`src/rtl/fun_cbrt_mul.sv`:
```
// rtl/fun_cbrt_mul.sv - multi-cycle result = a * floor(cbrt(b)) for 8-bit unsigned operands
module fun_cbrt_mul (
    input  logic        i_clk,
    input  logic        i_rst,
    input  logic [7:0]  i_a,
    input  logic [7:0]  i_b,
    input  logic        i_start,
    output logic [10:0] o_result,
    output logic        o_busy
);

    typedef enum logic [1:0] {S_IDLE, S_CBRT, S_MUL} state_t;

    state_t      r_state;
    logic [7:0]  r_a;
    logic [7:0]  r_x;
    logic [2:0]  r_y;
    logic [1:0]  r_cnt;
    logic        r_phase;
    logic [11:0] r_t;
    logic [10:0] r_acc;
    logic [10:0] r_result;
    logic        r_busy;

    logic [2:0]  w_y2;
    logic [11:0] w_y2e;
    logic [11:0] w_tb;
    logic [11:0] w_t;
    logic [2:0]  w_shift;
    logic [10:0] w_term;
    logic [10:0] w_acc_next;

    // Trial subtrahend for the next root digit: (3*y*(y+1)+1) scaled to the current cube position.
    always_comb begin
        w_y2  = {r_y[1:0], 1'b0};
        w_y2e = {9'd0, w_y2};
        case (r_cnt)
            2'd0:    w_shift = 3'd6;
            2'd1:    w_shift = 3'd3;
            default: w_shift = 3'd0;
        endcase
        w_tb = 12'd3 * w_y2e * (w_y2e + 12'd1) + 12'd1;
        w_t  = w_tb << w_shift;
    end

    always_comb begin
        w_term     = r_y[r_cnt] ? ({3'd0, r_a} << r_cnt) : 11'd0;
        w_acc_next = r_acc + w_term;
    end

    always_ff @(posedge i_clk) begin
        if (i_rst) begin
            r_state  <= S_IDLE;
            r_a      <= 8'd0;
            r_x      <= 8'd0;
            r_y      <= 3'd0;
            r_cnt    <= 2'd0;
            r_phase  <= 1'b0;
            r_t      <= 12'd0;
            r_acc    <= 11'd0;
            r_result <= 11'd0;
            r_busy   <= 1'b0;
        end else begin
            case (r_state)
                S_IDLE: begin
                    if (i_start) begin
                        r_a     <= i_a;
                        r_x     <= i_b;
                        r_y     <= 3'd0;
                        r_cnt   <= 2'd0;
                        r_phase <= 1'b0;
                        r_busy  <= 1'b1;
                        r_state <= S_CBRT;
                    end
                end
                S_CBRT: begin
                    if (!r_phase) begin
                        r_y     <= w_y2;
                        r_t     <= w_t;
                        r_phase <= 1'b1;
                    end else begin
                        if ({4'd0, r_x} >= r_t) begin
                            r_x <= r_x - r_t[7:0];
                            r_y <= r_y + 3'd1;
                        end
                        r_phase <= 1'b0;
                        if (r_cnt == 2'd2) begin
                            r_cnt   <= 2'd0;
                            r_acc   <= 11'd0;
                            r_state <= S_MUL;
                        end else begin
                            r_cnt <= r_cnt + 2'd1;
                        end
                    end
                end
                S_MUL: begin
                    r_acc <= w_acc_next;
                    if (r_cnt == 2'd2) begin
                        r_result <= w_acc_next;
                        r_busy   <= 1'b0;
                        r_cnt    <= 2'd0;
                        r_state  <= S_IDLE;
                    end else begin
                        r_cnt <= r_cnt + 2'd1;
                    end
                end
                default: begin
                    r_state <= S_IDLE;
                    r_busy  <= 1'b0;
                end
            endcase
        end
    end

    assign o_result = r_result;
    assign o_busy   = r_busy;

endmodule

```
`config.mk`:
```
export PLATFORM = sky130hd
export DESIGN_NAME = fun_cbrt_mul
export DESIGN_NICKNAME = d
export VERILOG_FILES = /design/src/rtl/fun_cbrt_mul.sv
export SDC_FILE = /design/constraint.sdc
export NUM_CORES = 1
export LEC_CHECK = 0
export CAP_MARGIN = 20
export CELL_PAD_IN_SITES_DETAIL_PLACEMENT = 0
export CELL_PAD_IN_SITES_GLOBAL_PLACEMENT = 1
export CORE_ASPECT_RATIO = 1.25
export CORE_MARGIN = 10
export CORE_UTILIZATION = 35
export DETAILED_ROUTE_END_ITERATION = 16
export DONT_BUFFER_PORTS = 1
export PLACE_DENSITY_LB_ADDON = 0.08
export SETUP_SLACK_MARGIN = 0.4
export SYNTH_ARGS = -nofsm -noshare
export SYNTH_HDL_FRONTEND = slang
export SYNTH_SLANG_ARGS = --single-unit
```
`constraint.sdc`:
```
create_clock -name i_clk -period 3.3 [get_ports i_clk]
set_input_delay 0.165 -clock i_clk [delete_from_list [all_inputs] [get_ports i_clk]]
set_output_delay 0.165 -clock i_clk [all_outputs]
set_load 0.02 [all_outputs]
```
==> results.toml <==
[setup_path]
path_max_fanout = 6
cpMaxStageDelayCell = "or4_1"
worst-path-buf-inv = 0
arrival_ns = 3.02
cpPeakStageDelay_ns = 0.47
r2r_start = "r_cnt[0]"
path_cells = "nand2b_4, a21o_1, nor3b_1, ha_1, fa_2, a211oi_2, o21bai_1, a2111oi_2, nor2_2, or4_1, nand3_1"
start_kind = "flip-flop"
cp_top_family = "compound AO/OA/AOI/OAI gates"
ff2ff_setup_slack_ns = 0.56
endpoint_kind = "flip-flop"
crit_required_ns = 3.57
critPathLaunch = "r_cnt[0]"
crit_type = "flip-flop to flip-flop"

[finish]
fin_nets = 544
drive_above_1_share_pct = 9.53
diodes = 0
syn_to_final_growth_pct = 19.1
final_common_cell = "nand2_1"
final_cells = 625
fillCellCount = 1072
layout_common_cells = "58 x nand2_1, 57 x dfxtp_1, 53 x a21oi_1"

[cts]
clk_latency_ns = 0.33
htreeDepth = 3
cts_root_buffer = "clkbuf_16"
clockBufferDepth = 2
clock-sinks = 59
clk_pin_slew_ns = 0.05
cts_made_buffers = 9
cts_tree = "built"

[synth]
avgSynthCellArea_um2 = 8.02
syn_nets = 532
ys.warnings.count = 0
synth_flop_cell = "dfxtp_1"
yosysSeqAreaShare_pct = 30.9
async_flop_share_pct = 0
syn_inst = 476
synth_area_um2 = 3820
ys_types = 57
ys_ff_latch = 59
synth_edf_count = 0

[timing]
setup_tns_ns = 0
fmax_mhz = 365
hold_violations = 0
worstMarginPinSlew_ns = 0.692
fin_crit_ns = 2.74
maxSlewViolCount = 0
period_share_pct = 83.1
skew_ns = 0.00432
maxSlewHeadroom_pct = 53.4
setup_viol = 0
rsz0062_at_grt = "no"

[pwr]
powerDensity_nw_per_um2 = 620
p_leak_nw = 1.72
vdd.ir_drop.worst_uv = 225

[grt]
grt_use_total_pct = 13.3
grt_pass1_wl_um = 16500
antenna_found_initial = 0
grt_pass1_vias = 3304
grt_max_degree = 51
overflow = 0

[routing]
wire_per_inst_um = 16.1
drtIter0Drc = 136
drtAntennaViolNets = 0
drtPass1Iterations = 4
wl_um = 10100
drc = 0
vias_per_cell = 5.40
num_vias = 3372

[hold_path]
hold_start = "i_rst"
hold_path_class = "input port to flip-flop"

[job]
maxCapViolations = 0

[floorplan]
design.core.area_um2 = 10600
rows = 42
die_x_um = 113
dieArea_um2 = 15500
io_pins = 31
start_util_pct = 36.0
dieHeight_um = 137

[placement]
dp_cells = 589
port_buffers = 0
globalplace.congestion = 0.780
hpwl_um = 7160

[outcome]
outcome = "finished, final reports clean"
## synthesized netlist by cell type, drive strengths merged, types with 3 or more instances
library cell  count  area (µm²)
nand2            58         218
nor2             40         150
dfxtp            59        1180
a211oi           14         123
a221oi            4        35.0
xnor2            10        87.6
nand2b            6        37.5
nor4              4        25.0
o31ai             4        30.0
nand3            30         150
nor4b             6        52.6
clkbuf           23        86.3
buf               5        26.3
mux2i            15         150
a22oi             5        37.5
ha               35         438
nor3              3        15.0
or4               5        37.5
inv              21        78.8
and2              3        18.8
o21ai            13        65.1
xor2              4        35.0
a311o             3        30.0
a31oi             5        31.3
o21a              4        31.3
o22ai             4        25.0
a21oi            54         270
nor2b             5        31.3
a21o              7        53.8
## routing by layer
| layer | wire length (µm) | track usage (%) |
|---|---|---|
| met5 | 0 | 0 |
| met2 | 5140 | 23.4 |
| met3 | 373 | 3.42 |
| met1 | 4410 | 14.7 |
| met4 | 165 | 5.51 |
## logic make-up (layout without fill, tap and decap cells)
group,count (synthesis),count (layout),synth area share (%)
AO/OA/AOI/OAI,133,133,23.5
flip-flops,59,59,30.9
AND/OR/NAND/NOR,169,169,20.9
buffers and inverters,49,66,5.01
multiplexers,15,15,3.93
XOR/XNOR,14,14,3.21
adder cells (fa/ha/maj),37,37,12.5
## through the flow
| stage | utilization [%] | hold slack, ns | worst slack, ns | total power [W] | cell area (µm²) |
|---|---|---|---|---|---|
| after global routing | 42.8 | 0.0316 | 0.365 | 0.00299 | 4550 |
| final | 42.8 | 0.0203 | 0.559 | 0.00282 | 4550 |
| after global placement | 37.1 | 0.246 | 0.298 | 0.00164 | 3940 |
| after floorplan | - | 0.312 | 0.444 | 0.00150 | 3830 |
| after CTS | 42.5 | 0.00716 | 0.404 | 0.00285 | 4510 |
| after detailed placement | 37.1 | 0.249 | 0.268 | 0.00165 | 3940 |
## what timing repair did
item / in CTS / in global routing
hold buffers: 18 / 0
endpoints found under the setup margin: 2 / 3
resized for setup: 3 / 9
pin swaps: 1 / 5
setup buffers: 1 / 1
endpoints found under the hold margin: 51 / 0
## registers in the layout, summed over array words and instances, names as in the netlist, 2 cells and up
register  count
r_state       2
r_cnt         2
r_x           8
o_result     11
r_y           3
r_acc        11
r_a           8
r_t          12
## power breakdown
part | internal, W | switching, W | leakage (nW)
sequential | 0.000778 | 0.0000520 | 0.481
combinational | 0.000375 | 0.000471 | 1.06
clock | 0.000798 | 0.000347 | 0.179
## final timing paths
check | depth (start not counted) | end
worst max-delay path | 11 | r_acc[8]
worst min-delay path | 3 | r_acc[9]
worst max register to register | 11 | r_acc[8]
worst min register to register | 2 | r_t[2]
## worst reg2reg max path: cells and delay by family (launching register included)
family | cells | cell delay [ns]
AOI/OAI and AO/OA | 4 | 0.87
and+or+nand+nor | 5 | 0.84
adders and majority gates | 2 | 0.60
DFF | 1 | 0.38
## cell type report
class / count / area (µm²) / share of cell area (%)
Inverter: 21 / 78.8 / 1.73
Clock inverter: 4 / 95.1 / 2.09
Multi-Input combinational cell: 368 / 2480 / 54.5
Timing Repair Buffer: 29 / 277 / 6.08
Tap cell: 132 / 165 / 3.63
Sequential cell: 59 / 1190 / 26.1
Clock buffer: 12 / 267 / 5.86
(Power assumes the default switching activity.)
